$ cat config.mk
export PLATFORM = sky130hd
export DESIGN_NAME = mct_sequencer
export DESIGN_NICKNAME = d
export VERILOG_FILES = /design/src/rtl/mct_sequencer.sv
export SDC_FILE = /design/constraint.sdc
export NUM_CORES = 1
export LEC_CHECK = 0
export CAP_MARGIN = 20
export CORE_MARGIN = 4
export CORE_UTILIZATION = 35
export CTS_BUF_LIST = sky130_fd_sc_hd__clkbuf_16
export DETAILED_ROUTE_END_ITERATION = 10
export PLACE_DENSITY_LB_ADDON = 0.05
export RECOVER_POWER = 50
export SLEW_MARGIN = 20
export SYNTH_ARGS = -nofsm -noshare
export SYNTH_HDL_FRONTEND = slang
export SYNTH_SLANG_ARGS = --single-unit
export TNS_END_PERCENT = 20
$ cat constraint.sdc
create_clock -name clk -period 2 [get_ports clk]
set_input_delay 0.4 -clock clk [delete_from_list [all_inputs] [get_ports clk]]
set_output_delay 0.4 -clock clk [all_outputs]
set_load 0.1 [all_outputs]
$ cat src/rtl/mct_sequencer.sv
// mct_sequencer: one-hot time-pulse generator and MCT counter with RUPT insertion at instruction boundaries
module mct_sequencer #(
  parameter int TP_PER_MCT = 12,
  parameter int RUPT_MCT   = 2
) (
  input  logic                  clk,
  input  logic                  rst_n,
  input  logic                  run,
  input  logic                  op_valid,
  input  logic [2:0]            op,
  input  logic                  extracode,
  output logic                  op_ready,
  input  logic                  irq_req,
  input  logic                  irq_inhibit,
  output logic                  irq_ack,
  output logic [TP_PER_MCT-1:0] tp,
  output logic [2:0]            mct_idx,
  output logic [1:0]            seq_state,
  output logic                  instr_done
);
  typedef enum logic [1:0] {IDLE = 2'd0, EXEC = 2'd1, RUPT = 2'd2} state_t;
  localparam logic [TP_PER_MCT-1:0] T01 = TP_PER_MCT'(1);
  state_t state, state_nx;
  logic [TP_PER_MCT-1:0] tp_nx;
  logic [2:0] mct_nx, cnt, cnt_nx, op_cnt;
  logic boundary, take_irq;
  assign op_cnt = (op == 3'b000) ? (extracode ? 3'd2 : 3'd1) :
                  (op == 3'b001 && extracode) ? 3'd6 :
                  (op == 3'b111 && extracode) ? 3'd3 : 3'd2;
  assign boundary   = (state == IDLE) || (tp[TP_PER_MCT-1] && mct_idx == cnt - 3'd1);
  assign take_irq   = boundary & run & irq_req & ~irq_inhibit & (state != RUPT);
  assign op_ready   = boundary & ~take_irq;
  assign irq_ack    = take_irq;
  assign instr_done = run & boundary & (state == EXEC);
  assign seq_state  = state;
  always_comb begin
    state_nx = state;
    tp_nx    = tp;
    mct_nx   = mct_idx;
    cnt_nx   = cnt;
    if (run && boundary) begin
      state_nx = take_irq ? RUPT : op_valid ? EXEC : IDLE;
      cnt_nx   = take_irq ? 3'(RUPT_MCT) : op_valid ? op_cnt : cnt;
      tp_nx    = (take_irq || op_valid) ? T01 : '0;
      mct_nx   = 3'd0;
    end else if (run) begin
      tp_nx  = tp[TP_PER_MCT-1] ? T01 : {tp[TP_PER_MCT-2:0], 1'b0};
      mct_nx = tp[TP_PER_MCT-1] ? mct_idx + 3'd1 : mct_idx;
    end
  end
  always_ff @(posedge clk or negedge rst_n) begin
    if (!rst_n) begin
      state   <= IDLE;
      tp      <= '0;
      mct_idx <= 3'd0;
      cnt     <= 3'd1;
    end else begin
      state   <= state_nx;
      tp      <= tp_nx;
      mct_idx <= mct_nx;
      cnt     <= cnt_nx;
    end
  end
endmodule

==> run_results.csv, run 1 <==
group,metric,value,unit
run,drv_cap,0,
sta,relSlewSlack,29.2,%
synthesis,synth.most_common_cell,"dfrtp_1",
critical_path,cp_max_fo,3,
synthesis,syn_inst,96,
synthesis,synth_area_per_cell,10.4,um^2
sta,final.min_clock_period,2.35,ns
cts,cts-root-buf,"clkbuf_16",
die,start_util,36.4,%
sta,setup_viol,3,
sta,worst_clock_skew,0.000818,ns
cts,ctsHoldBuffers,0,
cts,htreeDepth,1,
power_and_ir_drop,finalPower,2.27,mW
synthesis,async_flop_share,100,%
die,die-area,3760,um^2
place,dpl.hpwl,1.73,mm
outcome,violations,"setup timing",
cts,post_cts_buffers,0,
die,io_pins,30,
place,dp_slack,-0.283,ns
sta,finalCritPeriodShare,117,%
global_route,grt-ovfl-total,0,
final_layout,antenna_cells,0,
critical_path,setup.worst_path.class,"reg -> out",
drt,vias,816,
cts,cts.reportedPaths.clkPinSlew,0.06,ns
die,die_w,61.3,um
drt,remaining_drc_errors,0,
synthesis,yosysTopAreaCell,"dfrtp_1",
sta,whs,0.500,ns
synthesis,syn_nets,108,
synthesis,syn_area,996,um^2
drt,via_per_inst,4.74,
sta,finalHoldViolations,0,
die,die_h,61.3,um
final_layout,regArea,510,um^2
cts,clkLatencyLatePin,0.25,ns
final_layout,nets,154,
critical_path,crit_required,1.60,ns
drt,routed_wl,2.23,mm
critical_path,cp-start-kind,"flip-flop",
synthesis,synth_cell_type_count,31,
final_layout,multi_input_area,517,um^2
place,dpl.cell_count,168,
global_route,grt_usage,14.2,%
final_layout,synthToLayoutAreaGrowth,63.7,%
place,io_buffers,29,
cts,cts_tree,"done",
hold_path,hold_depth,2,
power_and_ir_drop,ir_drop,0.00127,V
sta,setup_ws,-0.347,ns
synthesis,synth.top_cells.by_count,"dfrtp_1 (19), nand2_1 (14), inv_1 (13), o21ai_0 (12)",
final_layout,fin_cells,172,
synthesis,yosysTopAreaCellShare,47.7,%
sta,fmax,0.426,GHz
critical_path,r2r_cells,7,
final_layout,fillCellCount,240,
hold_path,worstHoldPathType,"reg -> reg",
synthesis,synthFlopType,"dfrtp_1",
cts,clock_sinks,20,
cts,cts_buffers,3,
place,gp_congestion,0.724,
sta,worstMarginPinSlew,1.06,ns
synthesis,synth.top_cells.by_area,"dfrtp_1 (48%), o21ai_0 (6.0%), nand2_1 (5.3%)",
global_route,grt_pass1_vias,883,
sta,final-max-slew-violation-count,0,
global_route,antenna_found_initial,0,
drt,antenna_left,0,
global_route,grt_max_degree,21,
global_route,grt_pass1_wl,3.93,mm
synthesis,ys_warn_count,0,
sta,rsz0062_at_grt,"yes",
critical_path,ff2ff_setup_slack,0.08,ns
cts,clk_path_buf_depth,2,
drt,drtPass1Iterations,4,
power_and_ir_drop,p_leak,0.713,nW
outcome,outcome,"finished with violations",
drt,drtIter0Drc,50,
final_layout,layout-drive-gt1-share,39.0,%
critical_path,setup.worst_path.end_class,"primary output",
drt,avgRoutedWirePerCell,13.0,um
critical_path,cp.arrival,1.95,ns
synthesis,synth_edf_count,0,
synthesis,synth-seq-area-share,50.4,%
die,rows,19,
synthesis,ys_ff_latch,20,
power_and_ir_drop,power_density,1390,nW/um^2
die,core-area,2730,um^2
## flip-flops by register name, summed over array words and instances, names as in the netlist
register,cells
mct_idx,3
seq_state,2
tp,12
cnt,3
## path summary, 6_finish.rpt
kind,startpoint,endpoint
setup / recovery,cnt[0],irq_ack
hold / removal,tp[7],tp[8]
setup reg to reg,cnt[0],cnt[2]
hold reg to reg,tp[7],tp[8]
max in group asynchronous,rst_n,mct_idx[2]
min in group asynchronous,rst_n,mct_idx[2]
## layout by cell type, fill, tap and decap left out, types with 2 or more instances in the layout
master and instances:
nor2_1 2, clkbuf_16 3, o21ai_0 12, buf_12 7
nor3b_4 2, nand2_1 14, a41oi_4 2, dfrtp_2 4
nand2b_1 2, a21o_1 2, dfrtp_1 14, clkdlybuf4s50_1 8
a22o_1 2, clkbuf_2 6, inv_1 12, o21ai_1 3
buf_4 18
## cell type report
class	instances	area share, %
inverter	13	2.99
multi-input combinational	62	31.7
clock buffer	3	4.60
sequential	20	31.3
timing repair buffer	42	25.2
clock inverter	1	1.84
tap	31	2.38
## worst max-delay path, cell delays in order, from the launching register on
cell,delay [ns]
dfstp_2,0.53
inv_2,0.04
ha_4,0.28
xor2_4,0.18
a41oi_4,0.17
nor2b_4,0.21
buf_6,0.12
buf_12,0.16
## cell families after synthesis
family                     after synthesis  synth area share (%)
and+or+nand+nor                         30                  16.1
xor gates and xnor gates                 3                  4.90
AOI/OAI and AO/OA                       27                  20.9
buffers and inverters                   14                  5.28
adders and majority gates                2                  2.51
DFF                                     20                  50.4
## timing repair
| item | in CTS | in global routing |
|---|---|---|
| gates resized for setup | 2 | 1 |
| pin swaps | 3 | 0 |
| endpoints found under the setup margin | 3 | 6 |
## layer usage
layer | vias to the layer above | wire length, um | share of wire (%) | GRT usage (%)
li1 | 412 | - | - | -
met1 | 376 | 1040 | 46 | 17.6
met2 | 24 | 1010 | 45 | 24.0
met3 | 4 | 147 | 6.6 | 2.73
met4 | 0 | 37 | 1.7 | 6.36
met5 | - | 0 | 0 | 0
## metrics by stage
stage | cell area (um^2) | utilization, % | TNS (ns)
floorplan | 1060 | - | -1.39
global placement | 1520 | 55.7 | -0.821
detailed placement | 1520 | 55.7 | -1.07
CTS | 1640 | 60.1 | -1.05
global route | 1630 | 59.6 | -1.25
finish | 1630 | 59.6 | -0.992
## power by group
part | internal, mW | switching, mW
sequential | 0.476 | 0.0704
combinational | 0.399 | 0.778
clock | 0.397 | 0.148
Note: power is estimated with default switching activity, not from simulation.
==> run 2, diff against run 1 <==
SLEW_MARGIN = 0   (was 20)
clock period = 2.9 ns   (was 2 ns; I/O delays follow)
==> run 2 against run 1 <==
- the flow now finishes without violations
- non-clock buffer count is 11 lower
- sequential share of layout area is 4.5 points higher
- register-to-register slack better by 0.76 ns
- critical path depth is 1 lower
- first-iteration DRC count is 34% lower
- sequential cell count stayed put
- global-route usage is 0.67 points lower
- die area stayed put
- clock skew is 0.0057 ns higher
- clock power is 31% lower
- hold slack better by 0.0057 ns
- critical path type unchanged
==> run_results.csv, run 2 (synthesis results as in run 1) <==
group,metric,value,unit
global_route,busiest_layer,"met2",
final_layout,fillCellCount,271,
cts,clkLatencyLatePin,0.25,ns
drt,drtPass1Iterations,4,
cts,clk_path_buf_depth,2,
critical_path,cp.arrival,2.20,ns
drt,avgRoutedWirePerCell,13.9,um
sta,finalCritPeriodShare,95.9,%
critical_path,r2r_cells,6,
critical_path,worstReg2RegEnd,"cnt[2]",
critical_path,timing.rr.start,"cnt[0]",
die,core-area,2730,um^2
die,die-area,3760,um^2
sta,relSlewSlack,22.9,%
global_route,grt-ovfl-total,0,
critical_path,setup.worst_path.class,"reg -> out",
place,dpl.cell_count,157,
final_layout,antenna_cells,0,
global_route,use_met3,2.10,%
global_route,met1_usage,16.7,%
critical_path,startpoint,"cnt[0]",
sta,worstMarginPinSlew,1.16,ns
critical_path,ff2ff_setup_slack,0.84,ns
global_route,grtUsageMet2,23.1,%
critical_path,cp_max_fo,6,
final_layout,utilization,51.9,%
die,io_pins,30,
cts,cts_buffers,3,
cts,cts_tree,"done",
sta,worst_clock_skew,0.00648,ns
final_layout,fin_cells,161,
place,dpl.hpwl,1.69,mm
critical_path,crit_required,2.32,ns
sta,finalHoldViolations,0,
cts,cts-root-buf,"clkbuf_16",
sta,final.min_clock_period,2.78,ns
global_route,grt_pass1_vias,782,
drt,vias,803,
final_layout,layout-drive-gt1-share,23.8,%
sta,setup_tns,0,ns
critical_path,cp-endpoint,"instr_done",
die,rows,19,
final_layout,regMostFlops,"tp",
cts,post_cts_buffers,0,
power_and_ir_drop,p_leak,0.602,nW
power_and_ir_drop,power_density,1020,nW/um^2
global_route,antenna_found_initial,0,
power_and_ir_drop,ir_drop,0.000755,V
sta,final-max-slew-violation-count,0,
die,die_w,61.3,um
global_route,grt_pass1_wl,3.69,mm
drt,via_per_inst,4.99,
cts,cts.reportedPaths.clkPinSlew,0.06,ns
place,dp_slack,0.288,ns
sta,fmax,0.360,GHz
final_layout,synthToLayoutAreaGrowth,42.6,%
run,drv_cap,0,
cts,postCtsResizedCells,0,
drt,antenna_left,0,
final_layout,largestRegisters,"tp: 12 flops, cnt: 3 flops, mct_idx: 3 flops",
outcome,outcome,"finished clean",
final_layout,final_cell_mix,"nand2_1 (14), dfrtp_1 (14), inv_1 (13), o21ai_0 (12), clkbuf_1 (11)",
global_route,grt_max_degree,21,
final_layout,largest_reg_flops,12,
critical_path,cp-start-kind,"flip-flop",
critical_path,setup.worst_path.end_class,"primary output",
cts,ctsHoldBuffers,0,
cts,htreeDepth,1,
sta,setup_viol,0,
cts,clock_sinks,20,
drt,routed_wl,2.24,mm
drt,drtIter0Drc,33,
hold_path,worstHoldPathType,"reg -> reg",
die,start_util,36.4,%
place,gp_congestion,0.683,
die,die_h,61.3,um
place,io_buffers,29,
global_route,grt_usage,13.5,%
sta,rsz0062_at_grt,"no",
drt,remaining_drc_errors,0,
sta,setup_ws,0.119,ns
final_layout,nets,143,
run 2: cell types whose count changed in the layout (fill, tap and decap cells not counted), sizes merged:
cell and delta:
buf -15, clkbuf +4
run 2: layout make-up:
class,count,area [um^2],share of cell area [%]
sequential,20,508,35.8
multi-input combinational,62,468,33.0
clock inverter,1,30.0,2.11
clock buffer,3,75.1,5.29
tap,31,38.8,2.73
timing repair buffer,31,251,17.7
inverter,13,48.8,3.44
run 2: worst min-delay path by stage:
stage / end / from / cells past startpoint
finish: tp[5] / tp[4] / 2
global route: tp[3] / tp[2] / 2
CTS: tp[7] / tp[6] / 2
detailed placement: tp[7] / tp[6] / 2
global placement: tp[3] / tp[2] / 2
floorplan: cnt[1] / rst_n / 0
run 2: stage by stage:
stage / power [mW] / hold WS (ns) / instance area [um^2]
final: 1.45 / 0.505 / 1420
after global routing: 1.51 / 0.541 / 1420
after CTS: 1.47 / 0.514 / 1460
after detailed placement: 1.09 / 0.500 / 1360
after global placement: 1.08 / 0.485 / 1360
after floorplan: 0.903 / 0.284 / 1030
run 2: routing by layer:
layer	routed length, um	vias to the layer above
met4	17	0
met1	946	382
met3	133	2
li1	-	396
met5	0	-
met2	1140	23
run 2: where the power goes:
group	leakage [nW]	switching, mW	internal (mW)	total (mW)
clock network	0.0511	0.103	0.274	0.377
logic	0.293	0.500	0.196	0.696
registers	0.258	0.0512	0.325	0.376
run 2: worst max-delay path, stage by stage, from the launching register on:
cell     delay (ns)
dfstp_2        0.57
inv_1          0.05
ha_1           0.29
xor2_1         0.30
a41oi_4        0.25
nor3b_4        0.27
buf_12         0.20
==> run 3, diff against run 2 <==
clock period = 3.2 ns   (was 2.9 ns; I/O delays follow)
==> run 3 against run 2 <==
- setup slack better by 0.23 ns
- wire length is 9.1% lower
- sequential share of layout area is 0.49 points higher
- register-to-register slack better by 0.34 ns
- clock skew is 0.0045 ns lower
- sequential cell count stayed put
- first-iteration DRC count is 52% lower
- global-route usage is 1.3 points lower
- power is 12% lower
- non-clock buffer count is 1 lower
- clock power is 9.5% lower
==> run_results.csv, run 3 (synthesis results as in run 1) <==
group,metric,value,unit
final_layout,synthToLayoutAreaGrowth,38.9,%
final_layout,largest_reg_flops,12,
power_and_ir_drop,p_clk_share,26.7,%
final_layout,layout-drive-gt1-share,17.1,%
critical_path,cp_max_fo,6,
drt,avgRoutedWirePerCell,12.7,um
global_route,grt_usage,12.2,%
final_layout,postLayoutCellArea,1380,um^2
final_layout,largestRegisters,"tp: 12 flops, cnt: 3 flops, mct_idx: 3 flops",
cts,postCtsResizedCells,0,
final_layout,antenna_cells,0,
power_and_ir_drop,p_int,0.699,mW
sta,finalCritPeriodShare,89.2,%
die,rows,19,
sta,final.min_clock_period,2.85,ns
place,dp_slack,0.430,ns
power_and_ir_drop,seqPwrFrac,26.0,%
final_layout,multi_input_area,457,um^2
sta,worst_clock_skew,0.00194,ns
sta,finalHoldViolations,0,
drt,vias,789,
die,start_util,36.4,%
power_and_ir_drop,power_density,923,nW/um^2
cts,cts.reportedPaths.clkPinSlew,0.06,ns
critical_path,cp.arrival,2.21,ns
sta,rsz0062_at_grt,"no",
die,die_h,61.3,um
die,die-area,3760,um^2
power_and_ir_drop,p_sw_share,45.3,%
place,gp_congestion,0.682,
place,dpl.hpwl,1.57,mm
sta,relSlewSlack,22.8,%
global_route,grt_pass1_vias,761,
power_and_ir_drop,power_switching,0.579,mW
global_route,antenna_found_initial,0,
critical_path,cp-start-kind,"flip-flop",
hold_path,worstHoldPathType,"reg -> reg",
cts,ctsHoldBuffers,0,
final_layout,nets,142,
drt,remaining_drc_errors,0,
global_route,grt_max_degree,21,
sta,whs,0.505,ns
place,dpl.cell_count,156,
drt,drtPass1Iterations,4,
global_route,grt_pass1_wl,3.38,mm
place,io_buffers,29,
sta,setup_ws,0.347,ns
final_layout,fillCellCount,272,
critical_path,setup.worst_path.end_class,"primary output",
die,io_pins,30,
power_and_ir_drop,ir_drop,0.000726,V
place,place_area,1330,um^2
cts,cts-root-buf,"clkbuf_16",
sta,final-max-slew-violation-count,0,
power_and_ir_drop,p_leak,0.589,nW
cts,clkLatencyLatePin,0.25,ns
final_layout,final_cell_mix,"dfrtp_1 (19), nand2_1 (14), clkbuf_1 (14), inv_1 (13), o21ai_0 (12)",
cts,post_cts_buffers,0,
cts,cts_tree,"done",
sta,fmax,0.351,GHz
cts,clk_path_buf_depth,2,
drt,antenna_left,0,
final_layout,utilization,50.6,%
global_route,grt-ovfl-total,0,
drt,drtIter0Drc,16,
cts,htreeDepth,1,
die,core-area,2730,um^2
cts,cts_buffers,3,
sta,setup_tns,0,ns
die,die_w,61.3,um
power_and_ir_drop,p_comb_share,47.4,%
drt,routed_wl,2.03,mm
final_layout,fin_cells,160,
outcome,outcome,"finished clean",
cts,clock_sinks,20,
power_and_ir_drop,finalPower,1.28,mW
run,drv_cap,0,
drt,via_per_inst,4.93,
sta,worstMarginPinSlew,1.16,ns
final_layout,regArea,502,um^2
sta,setup_viol,0,
final_layout,regMostFlops,"tp",
critical_path,crit_required,2.56,ns
critical_path,setup.worst_path.class,"reg -> out",
final_layout,final_common_cell,"dfrtp_1",
-- run 3: cell count changes in the layout (fill, tap and decap cells not counted) --
cell	change
buf_4	-4
clkbuf_1	+3
dfrtp_1	+5
dfrtp_2	-5
nor2b_2	+1
nor2b_4	-1
nor3b_2	+1
nor3b_4	-1
-- run 3: layout make-up --
cell class	instances	area share, %
Sequential cell	20	36.3
Timing Repair Buffer	30	16.8
Inverter	13	3.53
Tap cell	31	2.80
Clock buffer	3	5.42
Clock inverter	1	2.17
Multi-Input combinational cell	62	33.0
-- run 3: power groups by stage --
stage,registers (mW),clock network (mW),logic [mW]
after floorplan,0.554,0,0.252
after global placement,0.338,0,0.630
after detailed placement,0.339,0,0.631
after CTS,0.335,0.347,0.631
after global routing,0.340,0.356,0.640
final,0.332,0.341,0.605
-- run 3: worst max-delay path, stage by stage, from the launching register on --
cell,delay [ns]
dfstp_2,0.57
inv_1,0.05
ha_1,0.30
xor2_1,0.31
a41oi_4,0.22
nor2b_2,0.29
nor2_4,0.06
buf_12,0.17
-- run 3: worst paths after layout --
path,start,endpoint,slack [ns],depth (start not counted)
max reg2reg,cnt[0],cnt[2],1.18,6
max,cnt[0],op_ready,0.35,7
min reg2reg,tp[4],tp[5],0.51,2
min in group asynchronous,rst_n,seq_state[1],0.96,1
max in group asynchronous,rst_n,cnt[1],1.69,1
min,tp[4],tp[5],0.51,2
-- run 3: per-layer routing --
metal,track usage [%],vias up,part of all wire [%]
met5,0,-,0
li1,-,394,-
met1,15.8,373,46
met2,19.6,20,47
met3,3.14,2,6.2
met4,4.55,0,0.79
